File: config.mk
export PLATFORM = sky130hd
export DESIGN_NAME = ofm_collector
export DESIGN_NICKNAME = d
export VERILOG_FILES = /design/src/rtl/pea_pkg.sv /design/src/rtl/ofm_row_fifo.sv /design/src/rtl/ofm_collector.sv
export SDC_FILE = /design/constraint.sdc
export NUM_CORES = 1
export LEC_CHECK = 0
export CAP_MARGIN = 20
export CELL_PAD_IN_SITES_DETAIL_PLACEMENT = 2
export CELL_PAD_IN_SITES_GLOBAL_PLACEMENT = 2
export CORE_UTILIZATION = 40
export CTS_CLUSTER_SIZE = 20
export DETAILED_ROUTE_END_ITERATION = 10
export HOLD_SLACK_MARGIN = 0.06
export MAX_ROUTING_LAYER = met4
export PLACE_DENSITY_LB_ADDON = 0.1
export SLEW_MARGIN = 10
export SYNTH_ARGS = -nofsm -noshare
export SYNTH_HDL_FRONTEND = slang
export SYNTH_SLANG_ARGS = --single-unit
File: constraint.sdc
create_clock -name clk -period 12.4 [get_ports clk]
set_input_delay 1.24 -clock clk [delete_from_list [all_inputs] [get_ports clk]]
set_output_delay 1.24 -clock clk [all_outputs]
set_load 0.005 [all_outputs]
File: src/rtl/pea_pkg.sv
// Shared PE-array definitions: default array geometry, the partial-sum word type
// and the serializer state encoding used by the OFM collector.
package pea_pkg;

    localparam int PEA_COL       = 8;
    localparam int PEA_OFM_WIDTH = 32;

    typedef logic signed [PEA_OFM_WIDTH-1:0] sum_t;

    typedef enum logic {
        SER_IDLE = 1'b0,
        SER_EMIT = 1'b1
    } ser_state_e;

endpackage

File: src/rtl/ofm_row_fifo.sv
// Capture storage for the OFM collector: a DEPTH-entry circular buffer of whole
// result rows with first-word-fall-through read and simultaneous push/pop when full.
module ofm_row_fifo #(
    parameter int  DEPTH = 4,
    parameter int  WIDTH = 8,
    localparam int AW    = $clog2(DEPTH)
) (
    input  logic             clk,
    input  logic             rst,
    input  logic             clear_i,
    input  logic             push_i,
    input  logic             pop_i,
    input  logic [WIDTH-1:0] wdata_i,
    output logic [WIDTH-1:0] rdata_o,
    output logic             full_o,
    output logic             empty_o,
    output logic [AW:0]      count_o
);

    localparam logic [AW:0] FULL_CNT = DEPTH[AW:0];

    logic [WIDTH-1:0] mem_q [DEPTH];
    logic [AW-1:0]    wr_ptr_q, wr_ptr_d;
    logic [AW-1:0]    rd_ptr_q, rd_ptr_d;
    logic [AW:0]      count_q, count_d;
    logic             do_push, do_pop;

    assign full_o  = (count_q == FULL_CNT);
    assign empty_o = (count_q == '0);
    assign count_o = count_q;
    assign rdata_o = mem_q[rd_ptr_q];

    // A push into a full buffer only lands when the head leaves in the same cycle.
    assign do_pop  = pop_i && !empty_o && !clear_i;
    assign do_push = push_i && !clear_i && (!full_o || do_pop);

    always_comb begin
        wr_ptr_d = wr_ptr_q;
        rd_ptr_d = rd_ptr_q;
        count_d  = count_q;
        if (do_push) begin
            wr_ptr_d = wr_ptr_q + 1'b1;
        end
        if (do_pop) begin
            rd_ptr_d = rd_ptr_q + 1'b1;
        end
        case ({do_push, do_pop})
            2'b10:   count_d = count_q + 1'b1;
            2'b01:   count_d = count_q - 1'b1;
            default: count_d = count_q;
        endcase
    end

    always_ff @(posedge clk) begin
        if (rst || clear_i) begin
            wr_ptr_q <= '0;
            rd_ptr_q <= '0;
            count_q  <= '0;
        end else begin
            wr_ptr_q <= wr_ptr_d;
            rd_ptr_q <= rd_ptr_d;
            count_q  <= count_d;
        end
    end

    always_ff @(posedge clk) begin
        if (do_push) begin
            mem_q[wr_ptr_q] <= wdata_i;
        end
    end

endmodule

File: src/rtl/ofm_collector.sv
// Output-feature-map collector: captures masked PE-array result rows and serialises their
// valid lanes into a tile-framed word stream. Optional build macro: OFM_COLLECTOR_RELU_EN.
module ofm_collector
    import pea_pkg::*;
#(
    parameter int  COL       = PEA_COL,
    parameter int  OFM_WIDTH = $bits(sum_t),
    parameter int  DEPTH     = 4,
    localparam int CW        = $clog2(COL),
    localparam int EW        = COL + COL * OFM_WIDTH,
    localparam int NW        = $clog2(DEPTH) + 1
) (
    input  logic                          clk,
    input  logic                          rst,
    input  logic                          clear,
    input  logic [15:0]                   tile_words,
    input  logic [COL-1:0]                sum_valid,
    input  logic [COL-1:0][OFM_WIDTH-1:0] sum,
    output logic                          ofm_valid,
    input  logic                          ofm_ready,
    output logic [OFM_WIDTH-1:0]          ofm_data,
    output logic [CW-1:0]                 ofm_col,
    output logic                          ofm_last,
    output logic                          afull,
    output logic                          overflow,
    output ser_state_e                    dbg_state
);

    // Handshake: a word transfers on each rising edge with ofm_valid && ofm_ready high (and
    // clear low); once raised, ofm_valid and the word hold until that transfer, clear or rst.

    logic [EW-1:0]                 fifo_rdata;
    logic                          fifo_full, fifo_empty;
    logic [NW-1:0]                 fifo_count;
    logic [COL-1:0]                head_mask;
    logic [COL-1:0][OFM_WIDTH-1:0] head_sum;

    logic [COL-1:0]       done_q, done_d;
    logic [COL-1:0]       pending, cur_onehot, rest;
    logic [CW-1:0]        cur_col;
    logic                 lane_last;
    logic [OFM_WIDTH-1:0] lane_raw, lane_word;

    logic accept, pop, capture, push_ok, drop;

    ser_state_e  state_q, state_d;
    logic [15:0] cnt_q, cnt_d, tile_q, tile_cur;
    logic [16:0] tile_ext;
    logic        word_last;
    logic        afull_q, afull_d, overflow_q, overflow_d;
    logic [NW-1:0] count_nxt;

    ofm_row_fifo #(
        .DEPTH (DEPTH),
        .WIDTH (EW)
    ) u_fifo (
        .clk     (clk),
        .rst     (rst),
        .clear_i (clear),
        .push_i  (push_ok),
        .pop_i   (pop),
        .wdata_i ({sum, sum_valid}),
        .rdata_o (fifo_rdata),
        .full_o  (fifo_full),
        .empty_o (fifo_empty),
        .count_o (fifo_count)
    );

    assign head_mask = fifo_rdata[COL-1:0];
    assign head_sum  = fifo_rdata[EW-1:COL];

    // done_q marks lanes of the head row already handed downstream; the lowest remaining one is next.
    always_comb begin
        pending = head_mask & ~done_q;
        cur_col = '0;
        for (int i = COL - 1; i >= 0; i--) begin
            if (pending[i]) begin
                cur_col = CW'(i);
            end
        end
        cur_onehot          = '0;
        cur_onehot[cur_col] = 1'b1;
        rest                = pending & ~cur_onehot;
        lane_last           = (rest == '0);
        lane_raw            = head_sum[cur_col];
    end

`ifdef OFM_COLLECTOR_RELU_EN
    assign lane_word = lane_raw[OFM_WIDTH-1] ? '0 : lane_raw;
`else
    assign lane_word = lane_raw;
`endif

    assign accept  = ofm_valid && ofm_ready && !clear;
    assign pop     = accept && lane_last;
    assign capture = (|sum_valid) && !clear;
    assign push_ok = capture && (!fifo_full || pop);
    assign drop    = capture && fifo_full && !pop;

    // Serializer FSM: state register
    always_ff @(posedge clk) begin
        if (rst || clear) begin
            state_q <= SER_IDLE;
        end else begin
            state_q <= state_d;
        end
    end

    // Serializer FSM: next state
    always_comb begin
        state_d = state_q;
        case (state_q)
            SER_IDLE: begin
                if (!fifo_empty) begin
                    state_d = SER_EMIT;
                end
            end
            SER_EMIT: begin
                if (pop && !push_ok && (fifo_count == NW'(1))) begin
                    state_d = SER_IDLE;
                end
            end
            default: state_d = SER_IDLE;
        endcase
    end

    // Serializer FSM: outputs
    always_comb begin
        ofm_valid = (state_q == SER_EMIT);
        ofm_data  = ofm_valid ? lane_word : '0;
        ofm_col   = ofm_valid ? cur_col : '0;
        ofm_last  = ofm_valid && word_last;
    end

    assign dbg_state = state_q;

    // Tile length is taken live while the counter sits at 0 and frozen for the rest of the tile.
    always_comb begin
        tile_cur  = (cnt_q == '0) ? tile_words : tile_q;
        tile_ext  = (tile_cur == '0) ? 17'h10000 : {1'b0, tile_cur};
        word_last = ({1'b0, cnt_q} == (tile_ext - 17'd1));
        cnt_d     = cnt_q;
        done_d    = done_q;
        if (accept) begin
            cnt_d  = word_last ? '0 : cnt_q + 16'd1;
            done_d = lane_last ? '0 : (done_q | cur_onehot);
        end
        count_nxt  = fifo_count + NW'(push_ok) - NW'(pop);
        afull_d    = (count_nxt >= NW'(DEPTH - 1));
        overflow_d = overflow_q | drop;
    end

    always_ff @(posedge clk) begin
        if (rst || clear) begin
            cnt_q      <= '0;
            tile_q     <= '0;
            done_q     <= '0;
            afull_q    <= 1'b0;
            overflow_q <= 1'b0;
        end else begin
            cnt_q      <= cnt_d;
            tile_q     <= tile_cur;
            done_q     <= done_d;
            afull_q    <= afull_d;
            overflow_q <= overflow_d;
        end
    end

    assign afull    = afull_q;
    assign overflow = overflow_q;

endmodule

==> summary.txt, run 1 <==
Finish
  – Most frequent cells in the layout: edfxtp_1, clkdlybuf4s50_1, mux4_2
  – Final Non-Filler Cells: 4065
  – Area growth from synthesis to layout: 19.9%
  – Share of cells above drive strength 1: 0.196
  – Layout Nets: 2835
  – Commonest non-fill, non-tap cell in the layout: edfxtp_1

Floorplan
  – # IOs: 324
  – Die Width: 332 um
  – FP Rows: 120
  – Core area: 108000 um^2
  – Die area: 110000 um^2
  – Starting density of the core: 0.405
  – Die Y: 332 um

GRT
  – Initial antenna violation count: 37
  – First-pass GRT wire length: 183000 um
  – Number of global-route vias before repair: 25.4k
  – Largest net degree at the start of global routing: 119
  – Total global-route track usage: 0.238
  – Grt total ovfl: 0

Power and ir drop
  – Peak supply drop: 0.144 mV
  – Comb pwr share: 0.050
  – Switch share: 0.215
  – Switching power: 0.00174 W
  – Flop pwr share: 0.521
  – Clock power frac: 0.429
  – Power Dens Cells: 155 nW/um^2
  – Leak: 16.2 nW
  – Pint: 0.00638 W

Critical path
  – Startpoint types: flip-flop
  – Critical Path Max Stage Delay: 810 ps
  – Slowest stage cell on the critical path: buf_4
  – Crit-path leading delay family: buffers and inverters
  – Largest fanout on the critical path: 41
  – Crit-path most repeated cell: buf_4
  – WP buf/inv: 5
  – Worst path cell trace: buf_4 > buf_4 > buf_4 > buf_4 > mux4_2 > o22a_1 > o21ai_0 > a311oi_1 > clkdlybuf4s50_1
  – WP data arrival: 6530 ps
  – Setup CP Type: reg -> out
  – Crit end category: output pin
  – CP required: 11160 ps

STA
  – Fin. Hold Viols: 0
  – Hold WS: 479 ps
  – Achievable Freq: 129 MHz
  – Max transition margin: 0.266
  – Tmin final: 7770 ps
  – Final period utilization: 0.627
  – Setup Total Neg Slack: 0 ps
  – Worst-margin pin slew: 1100 ps
  – Unrepaired setup endpoints after global routing: false
  – Final setup skew: 36.6 ps
  – Fin. max-slew vios: 0
  – Finish-stage setup viols: 0

Synthesis
  – Synth warn: 0
  – Cell accounting for the most synthesized area: edfxtp_1
  – Avg Cell Area, Syn: 20.0 um^2
  – Synth unique cells: 74
  – Synth area leaders: edfxtp_1, mux4_2, dfxtp_1
  – Synth Instances: 2172
  – Sequential area share after synthesis: 0.753
  – Synthesized cell area: 43500 um^2
  – Area share of the largest cell type after synthesis: 0.729
  – Syn Nets: 2472
  – Ys flop type: edfxtp_1
  – Asr flop ratio synth: 0
  – Number of synthesized flops with an enable pin: 1056
  – Flops & latches, synth: 1108

Detailed routing
  – Routed vias: 22.8k
  – Vias per cell: 5.62
  – Drt first pass iters: 5
  – DR WL/cell: 31.1 um
  – WL final: 126000 um
  – Post-DRT Antenna Nets: 0
  – Initial DRC count: 1859
  – Remaining DRCs: 0

Clock tree
  – CTS Buffer Depth: 3
  – Cts bufs inserted: 120
  – Clock Latency Late Sink: 710 ps
  – Resized Gates After CTS: 0
  – Clock Sinks: 1108
  – Hold-fix buffers, CTS: 0
  – Post-CTS Setup Repair Bufs: 0
  – Clock root cell: clkbuf_16
  – H-tree depth: 3
  – Clock-pin slew on the worst setup and hold paths: 60 ps
  – Clock tree from TritonCTS: built

Run status
  – Run status: completed

Place
  – RePlAce Congestion: 0.782
  – Placed Cells: 3816
  – HPWL after detailed placement: 80900 um
  – Port Buffers: 323

Job
  – MaxCap Viol Count: 0

Hold path
  – Hold Crit Class: reg -> reg
sequential cells by signal, summed over array words and instances (netlist names), named ones only:
name             cells
u_fifo.count_o       3
u_fifo.rd_ptr_q      2
done_q               8
afull                1
u_fifo.mem_q      1056
cnt_q               16
dbg_state            1
tile_q              16
overflow             1
u_fifo.wr_ptr_q      2
final cells by class:
| class | count | area, um^2 |
|---|---|---|
| fill | 9546 | 55300 |
| sequential | 1108 | 32800 |
| multi-input combinational | 924 | 10200 |
| timing repair buffer | 363 | 3560 |
| clock buffer | 158 | 3210 |
| tap | 1403 | 1760 |
| clock inverter | 64 | 568 |
| inverter | 18 | 67.6 |
| antenna | 27 | 67.6 |
worst reg2reg max path: stages (launching register included):
cell and delay (ps):
dfxtp_4 780, buf_4 840, mux4_2 610, nand2b_1 210
nand2_1 210, nor3_1 420, maj3_1 250, nand3_2 200
a31oi_4 440, and2_4 790, buf_4 920
power by group through the flow:
stage	clock (W)	sequential [W]	combinational, W
after floorplan	0	0.00432	0.000167
after global placement	0	0.00430	0.000398
after detailed placement	0	0.00431	0.000414
after CTS	0.00357	0.00423	0.000417
after global routing	0.00369	0.00423	0.000436
final	0.00348	0.00423	0.000409
layer usage:
layer	up-vias	global-route usage	share of wire
met3	170	0.0452	0.053
li1	9758	-	-
met1	12289	0.301	0.42
met5	-	-	0
met4	0	0.0564	0.020
met2	616	0.396	0.51
stage by stage:
step                utilization  instance area, um^2  power (W)  worst slack (ps)
floorplan                     -                43500    0.00448              3180
global placement          0.450                48400    0.00469              5120
detailed placement        0.450                48400    0.00472              5000
CTS                       0.485                52100    0.00822              4220
global route              0.485                52200    0.00836              3960
finish                    0.486                52200    0.00812              4630
cells by family (layout without fill, tap and decap cells):
kind of cell / Yosys count / after routing / share of synthesized area
compound gates: 228 / 228 / 0.0364
xor+xnor: 41 / 41 / 0.00842
fa+ha+maj: 18 / 18 / 0.00523
buf+inv: 140 / 603 / 0.0141
flops: 1108 / 1108 / 0.753
mux: 295 / 295 / 0.144
other cells: 0 / 27 / 0
simple gates: 342 / 342 / 0.0392
Yosys cell counts, types with 15 or more instances:
cell      instances
edfxtp_1       1056
nand2_1         119
mux4_2          265
a311oi_1         21
nor3_1           19
o22ai_1          40
o21ai_0          52
inv_1            18
buf_2            20
xor2_1           18
buf_1            23
ha_1             15
clkbuf_1         70
xnor2_1          22
dfxtp_1          52
mux2i_1          25
nor2_1           95
a21oi_1          22
final timing paths:
path | to | depth (start not counted) | slack [ps] | startpoint
worst max-delay path | ofm_data[9] | 9 | 4630 | flip-flop
worst min-delay path | done_q[4] | 1 | 480 | done_q[4]
worst max register to register | u_fifo.mem_q[2][156] | 10 | 6280 | flip-flop
worst min register to register | done_q[4] | 1 | 480 | done_q[4]
Power figures use the tool's default switching activity.
==> run 2: changes to the inputs <==
clock period = 7.95 ns   (was 12.4 ns; I/O delays follow)
==> summary.txt, run 2 (synthesized netlist as in run 1, its figures left out) <==
Clock tree
  – H-tree depth: 3
  – Resized Gates After CTS: 0
  – Cts bufs inserted: 120
  – Post-CTS Setup Repair Bufs: 0
  – Clock tree from TritonCTS: built
  – Clock Sinks: 1108
  – Clock Latency Late Sink: 720 ps
  – Hold-fix buffers, CTS: 0
  – Clock root cell: clkbuf_16
  – CTS Buffer Depth: 3
  – Clock-pin slew on the worst setup and hold paths: 60 ps

STA
  – Setup Total Neg Slack: 0 ps
  – Final period utilization: 0.845
  – Fin. Hold Viols: 0
  – Achievable Freq: 149 MHz
  – Final setup skew: 41.1 ps
  – Fin. max-slew vios: 0
  – Worst-margin pin slew: 1140 ps
  – Finish-stage setup viols: 0
  – Hold WS: 479 ps
  – Unrepaired setup endpoints after global routing: false
  – Max transition margin: 0.237
  – PnR worst setup slack: 1230 ps
  – Tmin final: 6720 ps

GRT
  – Number of global-route vias before repair: 25.2k
  – Grt total ovfl: 0
  – Initial antenna violation count: 27
  – Largest net degree at the start of global routing: 115
  – Total global-route track usage: 0.236
  – First-pass GRT wire length: 182000 um

Power and ir drop
  – Peak supply drop: 0.177 mV
  – Switch share: 0.215
  – Switching power: 0.00275 W
  – Leak: 16.3 nW
  – Power Dens Cells: 244 nW/um^2
  – Pint: 0.0101 W
  – Comb pwr share: 0.051
  – Clock power frac: 0.434
  – Flop pwr share: 0.515

Place
  – Placement Cell Area: 48500 um^2
  – Post-place setup slack: 1980 ps
  – HPWL after detailed placement: 81800 um
  – Port Buffers: 323
  – RePlAce Congestion: 0.791

Critical path
  – Critical Path Max Stage Delay: 960 ps
  – Largest fanout on the critical path: 42
  – CP required: 7150 ps
  – Setup CP Type: reg -> out
  – WP buf/inv: 1
  – WP data arrival: 5930 ps
  – Slowest stage cell on the critical path: dfxtp_4
  – Startpoint types: flip-flop
  – Worst path cell trace: mux4_2 > nor2b_1 > or2_0 > nor3_1 > nand2b_2 > nor2_1 > o21ai_0 > o21ai_0 > a311oi_1 > clkdlybuf4s50_1
  – Crit-path leading delay family: simple AND/OR/NAND/NOR gates
  – Crit-path most repeated cell: o21ai_0
  – Crit end category: output pin

Job
  – MaxCap Viol Count: 0

Finish
  – Post-Layout Inst Area: 52400 um^2
  – Commonest non-fill, non-tap cell in the layout: edfxtp_1
  – Most frequent cells in the layout: edfxtp_1, clkdlybuf4s50_1, mux4_2
  – Layout Nets: 2835
  – Largest regs: u_fifo.mem_q (1056), cnt_q (16), tile_q (16)
  – Biggest register: u_fifo.mem_q
  – Share of cells above drive strength 1: 0.199
  – Area growth from synthesis to layout: 20.4%
  – Largest register FFs: 1056

Floorplan
  – Core area: 108000 um^2
  – Die Width: 332 um
  – # IOs: 324
  – Die Y: 332 um
  – Starting density of the core: 0.405
  – Die area: 110000 um^2
  – FP Rows: 120

Detailed routing
  – Routed vias: 22.9k
  – Routed wl met3: 6190 um
  – Post-DRT Antenna Nets: 0
  – Drt first pass iters: 5
  – DR WL met2: 63900 um
  – Initial DRC count: 1865
  – Met1 WL: 53800 um
  – Vias per cell: 5.64
  – WL final: 127000 um
  – Highest Signal Layer: met4
  – DR WL/cell: 31.2 um
  – Remaining DRCs: 0

Hold path
  – Hold Crit Class: reg -> reg

Run status
  – Run status: completed
## run 2: tightest hold or removal path, cell delays in order, from the launching register on
cell     delay, ps
dfxtp_1        330
nor2_1          50
nor2_1          70
## run 2: per-layer routing
metal / vias to the layer above / GRT usage
met1: 12392 / 0.308
met4: 0 / 0.0653
li1: 9753 / -
met3: 161 / 0.0437
met5: - / -
met2: 601 / 0.381
## run 2: power by group through the flow
stage / registers (W) / clock network [W] / logic, W
detailed placement: 0.00672 / 0 / 0.000658
CTS: 0.00660 / 0.00568 / 0.000662
floorplan: 0.00671 / 0 / 0.000260
global placement: 0.00670 / 0 / 0.000633
global route: 0.00660 / 0.00588 / 0.000693
finish: 0.00660 / 0.00555 / 0.000651
## run 2: layout make-up
class | count | area (um^2)
antenna | 22 | 55.1
clock buffer | 155 | 3240
sequential | 1108 | 32800
tap | 1403 | 1760
clock inverter | 71 | 659
timing repair buffer | 363 | 3670
multi-input combinational | 924 | 10200
fill | 9525 | 55100
inverter | 18 | 67.6
## run 2: final timing paths
check / start / to / slack, ps / depth (start not counted)
max: flip-flop / ofm_data[4] / 1230 / 10
min: done_q[5] / done_q[5] / 480 / 2
max reg2reg: flip-flop / u_fifo.mem_q[2][24] / 2430 / 9
min reg2reg: done_q[5] / done_q[5] / 480 / 2
## run 2: through the flow
step | power (W) | cells | utilization
finish | 0.0128 | 4064 | 0.488
global route | 0.0132 | 4060 | 0.488
CTS | 0.0129 | 4042 | 0.487
detailed placement | 0.00738 | 3816 | 0.451
global placement | 0.00733 | 3816 | 0.451
floorplan | 0.00697 | 2172 | -
